$ cat config.mk
export PLATFORM = sky130hd
export DESIGN_NAME = serial_word_deframer
export DESIGN_NICKNAME = d
export VERILOG_FILES = /design/src/rtl/serial_word_deframer_pkg.sv /design/src/rtl/serial_word_deframer_sipo_shift_core.sv /design/src/rtl/serial_word_deframer.sv
export SDC_FILE = /design/constraint.sdc
export NUM_CORES = 1
export LEC_CHECK = 0
export BUFFER_PORTS_ARGS = -buffer_cell sky130_fd_sc_hd__clkbuf_2
export CORE_MARGIN = 2
export CORE_UTILIZATION = 25
export CTS_CLUSTER_DIAMETER = 60
export DETAILED_ROUTE_END_ITERATION = 7
export GPL_TIMING_DRIVEN = 0
export PLACE_DENSITY_LB_ADDON = 0.3
export SETUP_SLACK_MARGIN = 0.15
export SLEW_MARGIN = 20
export SYNTH_ARGS = -nofsm -noshare
export SYNTH_HDL_FRONTEND = slang
export SYNTH_SLANG_ARGS = --single-unit
$ cat constraint.sdc
create_clock -name input_clk -period 2.89 [get_ports input_clk]
set_input_delay 0.1445 -clock input_clk [delete_from_list [all_inputs] [get_ports input_clk]]
set_output_delay 0.1445 -clock input_clk [all_outputs]
set_load 0.1 [all_outputs]
$ cat src/rtl/serial_word_deframer_pkg.sv
// Shared types and constants for the serial word deframer and its neighbouring
// serializer/register stages.
package serial_word_deframer_pkg;

    typedef enum logic [1:0] {
        ST_IDLE  = 2'd0,
        ST_ARMED = 2'd1,
        ST_SHIFT = 2'd2
    } state_t;

    localparam int DEFAULT_WIDTH = 4;

    // A WIDTH of 1 is illegal for the deframer, but keep the counter at least 1 bit wide.
    function automatic int cnt_width(input int w);
        return (w > 1) ? $clog2(w) : 1;
    endfunction

endpackage

$ cat src/rtl/serial_word_deframer_sipo_shift_core.sv
// Serial-in/parallel-out shift register with bit counter; word_next is the word
// as it will be after the current bit is shifted in, last_bit flags the final bit.
module sipo_shift_core
    import serial_word_deframer_pkg::*;
#(
    parameter int WIDTH     = DEFAULT_WIDTH,
    parameter bit MSB_FIRST = 1'b1
) (
    input  logic             clk,
    input  logic             rst,
    input  logic             shift_en,
    input  logic             clear,
    input  logic             serial_data,
    output logic             last_bit,
    output logic [WIDTH-1:0] word_next
);

    localparam int CW = cnt_width(WIDTH);

    logic [WIDTH-1:0] sreg;
    logic [CW-1:0]    count;

    // A true shift places bit k correctly after WIDTH shifts, so stale bits from an
    // aborted frame are always pushed out before a frame completes.
    generate
        if (MSB_FIRST) begin : g_msb
            assign word_next = {sreg[WIDTH-2:0], serial_data};
        end else begin : g_lsb
            assign word_next = {serial_data, sreg[WIDTH-1:1]};
        end
    endgenerate

    assign last_bit = (count == CW'(WIDTH - 1));

    always_ff @(posedge clk or posedge rst) begin
        if (rst) begin
            sreg  <= '0;
            count <= '0;
        end else if (clear) begin
            sreg  <= '0;
            count <= '0;
        end else if (shift_en) begin
            sreg  <= word_next;
            count <= last_bit ? '0 : count + 1'b1;
        end
    end

endmodule

$ cat src/rtl/serial_word_deframer.sv
// Reassembles load/shift serial frames into words on a valid/ready output; word
// appears the cycle after its last bit, and a frame completing against a stalled word is dropped (sticky overrun).
module serial_word_deframer
    import serial_word_deframer_pkg::*;
#(
    parameter int WIDTH     = DEFAULT_WIDTH,
    parameter bit MSB_FIRST = 1'b1
) (
    input  logic             input_clk,
    input  logic             input_rst,
    input  logic             input_load_shift,
    input  logic             input_serial_data,
    input  logic             input_ready,
    output logic [WIDTH-1:0] output_word,
    output logic             output_valid,
    output logic             output_frame_error,
    output logic             output_overrun,
    output logic             output_busy
);

    state_t           state;
    logic             shift_en;
    logic             clear;
    logic             last_bit;
    logic [WIDTH-1:0] word_next;

    assign shift_en    = !input_load_shift && (state == ST_ARMED || state == ST_SHIFT);
    assign clear       = input_load_shift && (state == ST_SHIFT);
    assign output_busy = (state != ST_IDLE);

    sipo_shift_core #(
        .WIDTH     (WIDTH),
        .MSB_FIRST (MSB_FIRST)
    ) u_core (
        .clk         (input_clk),
        .rst         (input_rst),
        .shift_en    (shift_en),
        .clear       (clear),
        .serial_data (input_serial_data),
        .last_bit    (last_bit),
        .word_next   (word_next)
    );

    always_ff @(posedge input_clk or posedge input_rst) begin
        if (input_rst) begin
            state              <= ST_IDLE;
            output_word        <= '0;
            output_valid       <= 1'b0;
            output_frame_error <= 1'b0;
            output_overrun     <= 1'b0;
        end else begin
            output_frame_error <= 1'b0;
            if (output_valid && input_ready) begin
                output_valid <= 1'b0;
            end
            case (state)
                ST_IDLE: begin
                    if (input_load_shift) state <= ST_ARMED;
                end
                ST_ARMED: begin
                    if (!input_load_shift) state <= ST_SHIFT;
                end
                ST_SHIFT: begin
                    if (input_load_shift) begin
                        state              <= ST_ARMED;
                        output_frame_error <= 1'b1;
                    end else if (last_bit) begin
                        state <= ST_IDLE;
                        // Accept the new word only if the slot is empty or draining this edge.
                        if (!output_valid || input_ready) begin
                            output_word  <= word_next;
                            output_valid <= 1'b1;
                        end else begin
                            output_overrun <= 1'b1;
                        end
                    end
                end
                default: state <= ST_IDLE;
            endcase
        end
    end

endmodule

-- Word level (Yosys, flattened, before mapping)
Index checks and enable logic that the tools add are counted.
- bits in writable memories: 0
- flip-flop bits (word level): 14
- word-level logic and storage cells: 46
- memories: 0
- memory bits (read-only): 0
- bits in latches: 0
- mux-type cells: 17
- $add $sub $neg: 1
- bitwise operators: 2
- shift operators: 0
- reductions and logical operators: 13
- magnitude comparators: 0
- multiply operators: 0
- equal/unequal tests: 6
- divide/modulo/power cells: 0
- operators by type and width (operator ; count):
    2-bit 2-to-1 mux ; 7
    4-bit AND reduction ; 2
    1-bit 2-to-1 mux ; 7
    3-bit 2-to-1 mux ; 2
    2-bit one-hot mux with 3 select lines ; 1
    2-bit equality test, second input constant ; 2
    2-bit != test, second input constant ; 2
    2-bit nonzero test ; 2
    1-bit logical AND ; 3
    3-bit by 2-bit != test with 1-bit output, second input constant ; 1
    3-bit AND reduction ; 1
    2-bit by 1-bit adder with 2-bit output, second input constant ; 1
    2-bit by 1-bit equality test with 1-bit output, second input constant ; 1
    1-bit zero test ; 2
    2-bit zero test ; 1
    1-bit logical OR ; 2
    1-bit inverter ; 2

-- Depth between registers and ports, before layout
- word-level depth: 6
- mapped depth: 5
- gate-level depth less buffers: 5

-- Modules after synthesis
A second synthesis with hierarchy kept.
- cells, all modules: 57
- area total of the unflattened synthesis: 713.2 µm²
- modules (own cells, without submodules) (module ; instances ; cells an instance ; area each (µm²) ; sequential area each (µm²)):
    serial_word_deframer ; 1 ; 37 ; 474.2 ; 225.2
    sipo_shift_core ; 1 ; 20 ; 239.0 ; 125.1

-- Least setup slack after synthesis
Ideal clock, no wire load.
- kind: input -> register
- start: input output_valid
- end: register output_word[0]
- setup slack: 1213 ps
- cell stages on the path: 4
- path buffers: 0
- required time: 2764 ps
- data arrival time: 1551 ps
- setup time: 126 ps
- cells stage by stage: dfrtp_1 -> nand2b_1 -> nor2b_4 -> mux2_4
- word-level cells in the longest chain between the ends: 3
- RTL lines (item ; line ; text):
    start: declaration ; serial_word_deframer.sv:15 ; output logic output_valid,
    1-bit zero test ; serial_word_deframer.sv:70 ; if (!output_valid || input_ready) begin
    1-bit logical OR ; serial_word_deframer.sv:70 ;
    4-bit AND reduction (no source line) ; n/a ;
    end signal: assignment ; serial_word_deframer.sv:71 ; output_word <= word_next;
    end: declaration ; serial_word_deframer.sv:14 ; output logic [WIDTH-1:0] output_word,
Every way passes these cells.
A chain may end at the register's enable or synchronous reset.

-- Worst setup path in the final report
- start: input state[0]
- end: output output_busy
- word-level cells in the longest chain between the ends: 1
- RTL lines (item ; line ; text):
    start: declaration ; serial_word_deframer.sv:21 ; state_t state;
    2-bit nonzero test ; serial_word_deframer.sv:29 ; assign output_busy = (state != ST_IDLE);
    end: declaration ; serial_word_deframer.sv:18 ; output logic output_busy
Every way passes these cells.

==> results_dict.tcl <==
set metrics [dict create \
    status "finished, final reports clean" \
    ys_warn_count 0 \
    io_pins 13 \
    drive_gt1_share_pct 32.9 \
    worst-setup-path-type "flop to primary output" \
    synth-seq-cells 14 \
    cts_buffers 3 \
    r2r_end "u_core.count[0]" \
    die_y_um 56.8 \
    die_x_um 56.8 \
    rrSetupSlack_ns 1.24 \
    min_period_over_period_pct 57.4 \
    coreArea_um2 2710 \
    grt_max_degree 15 \
    grt_pass1_vias 424 \
    synth_top_area_share_pct 50.3 \
    r2r-start "state[0]" \
    drv_slew 0 \
    cts_setup_buffers 0 \
    slew_headroom_pct 63.9 \
    synth_cell_types 19 \
    vias_per_cell 4.35 \
    synthTopCellsByArea "dfrtp_1 50%, ha_1 13%, mux2_4 8.6%" \
    synth_nets 65 \
    setup_tns_ns 0 \
    required_ns 2.75 \
    drc 0 \
    area_growth_pct 20.8 \
    cp-start-kind "flop" \
    layout_commonest_cell "dfrtp_1" \
    cts_tree "yes" \
    htree_levels 1 \
    cp-end-kind "primary output" \
    finalWeightedCongestion 0.679 \
    vias 439 \
    worstSetupStartpoint "state[0]" \
    multi_input_area_um2 332 \
    clk_pin_slew_worst_paths_ns 0.08 \
    rsz0062_at_grt "no" \
    grt_usage_pct 7.64 \
    dp_hpwl_um 847 \
    grt_pass1_wl_um 1870 \
    crit_path_end "output_busy" \
    die-area_um2 3230 \
    maxCapViolCount 0 \
    syn-cell-area_um2 697 \
    min_from "input_serial_data" \
    first_pass_iters 4 \
    max_freq_mhz 603 \
    avgRoutedWirePerCell_um 10.7 \
    finalClockSkew_ns 0.00398 \
    regArea_um2 350 \
    setup_viol 0 \
    nNetsFinal 83 \
    clk_latency_ns 0.27 \
    layout_common_cells "14 x dfrtp_1, 12 x clkbuf_2, 7 x ha_1" \
    root_buffer "clkbuf_4" \
    ctsHoldBuffers 1 \
    seq_area_frac_synth_pct 50.3 \
    clock_path_buffers 2 \
    hold_class "primary input to flop" \
    final-hold-violation-count 0 \
    synthCells 53 \
    ctsResizeCount 0 \
    fin_crit_ns 1.66 \
    cts_num_sinks 14 \
    start_util_pct 25.7 \
    synth_top_cell_by_area "dfrtp_1" \
    routed_wirelength_um 1090 \
    portBuffers 12 \
    row_count 19 \
    syn_avg_cell_area_um2 13.1 \
    drtIter0Drc 14 \
    placed_cell_area_um2 796 \
    crit_fanout 5 \
    worst_pin_slew_ns 0.543 \
    ff2ff_path_depth 5 \
    antenna_found_initial 0 \
    antenna_left 0 \
    design_area_um2 842 \
    nFillCells 281 \
    insertedDiodeCount 0 \
    critPathArrivalTime_ns 1.51 \
    globalRouteOverflowTotal 0 \
]
-- critical path, cell delays in order (launching register included) --
cell	delay (ns)
dfrtp_1	0.43
inv_1	0.08
ha_1	0.23
inv_1	0.06
clkbuf_2	0.44
-- area by class of cell --
cell class,count,share of cell area (%)
inverter,4,1.78
sequential,14,41.6
clock buffer,4,4.31
timing repair buffer,13,8.32
multi-input combinational,35,39.4
tap,31,4.61
-- cells in the mapped netlist --
| cell | number |
|---|---|
| o21bai_1 | 1 |
| a21oi_1 | 1 |
| mux2_4 | 4 |
| ha_1 | 7 |
| a22o_1 | 4 |
| o22ai_1 | 1 |
| nor2b_1 | 1 |
| a21oi_2 | 1 |
| nand2b_1 | 2 |
| nor2b_4 | 1 |
| nand2_1 | 2 |
| inv_1 | 4 |
| nand3b_4 | 1 |
| and2_1 | 1 |
| mux2i_1 | 1 |
| dfrtp_1 | 14 |
| mux2_1 | 2 |
| and2b_1 | 1 |
| nor2_1 | 4 |
-- state kept, by name, indices dropped and copies added, names as in the netlist --
register,count
u_core.count,2
state,2
output_valid,1
output_word,4
output_frame_error,1
output_overrun,1
u_core.sreg,3
-- through the flow --
stage	cells	setup slack [ns]	hold slack, ns	util, %
2_1_floorplan	53	1.21	0.0337	-
3_3_place_gp	96	1.24	0.194	29.4
3_5_place_dp	96	1.25	0.207	29.4
4_1_cts	101	1.21	0.0989	31.1
5_1_grt	101	1.12	0.102	31.1
6_report	101	1.23	0.111	31.1
-- per-layer routing --
| layer | vias up | GRT usage (%) | part of all wire, % |
|---|---|---|---|
| li1 | 217 | - | - |
| met1 | 210 | 9.57 | 47 |
| met2 | 10 | 11.5 | 48 |
| met3 | 2 | 4.15 | 4.2 |
| met4 | 0 | 1.99 | 0.74 |
| met5 | - | 0 | 0 |
-- kinds of logic after synthesis --
family / share of synthesized area (%)
compound gates: 8.98
fa+ha+maj: 12.6
buf+inv: 2.15
flops: 50.3
mux: 13.3
simple gates: 12.7
-- worst min-delay path by stage --
stage	endpoint	slack [ns]	cells past startpoint
after floorplan	output_frame_error	0.03	1
after global placement	output_word[3]	0.19	2
after detailed placement	output_word[3]	0.21	2
after CTS	u_core.sreg[0]	0.1	2
after global routing	u_core.sreg[0]	0.10	2
final	u_core.sreg[0]	0.11	2
Power is left out: the tool's default activity adds up to more than one toggle a clock period on the data nets, which glitch-free logic cannot reach.
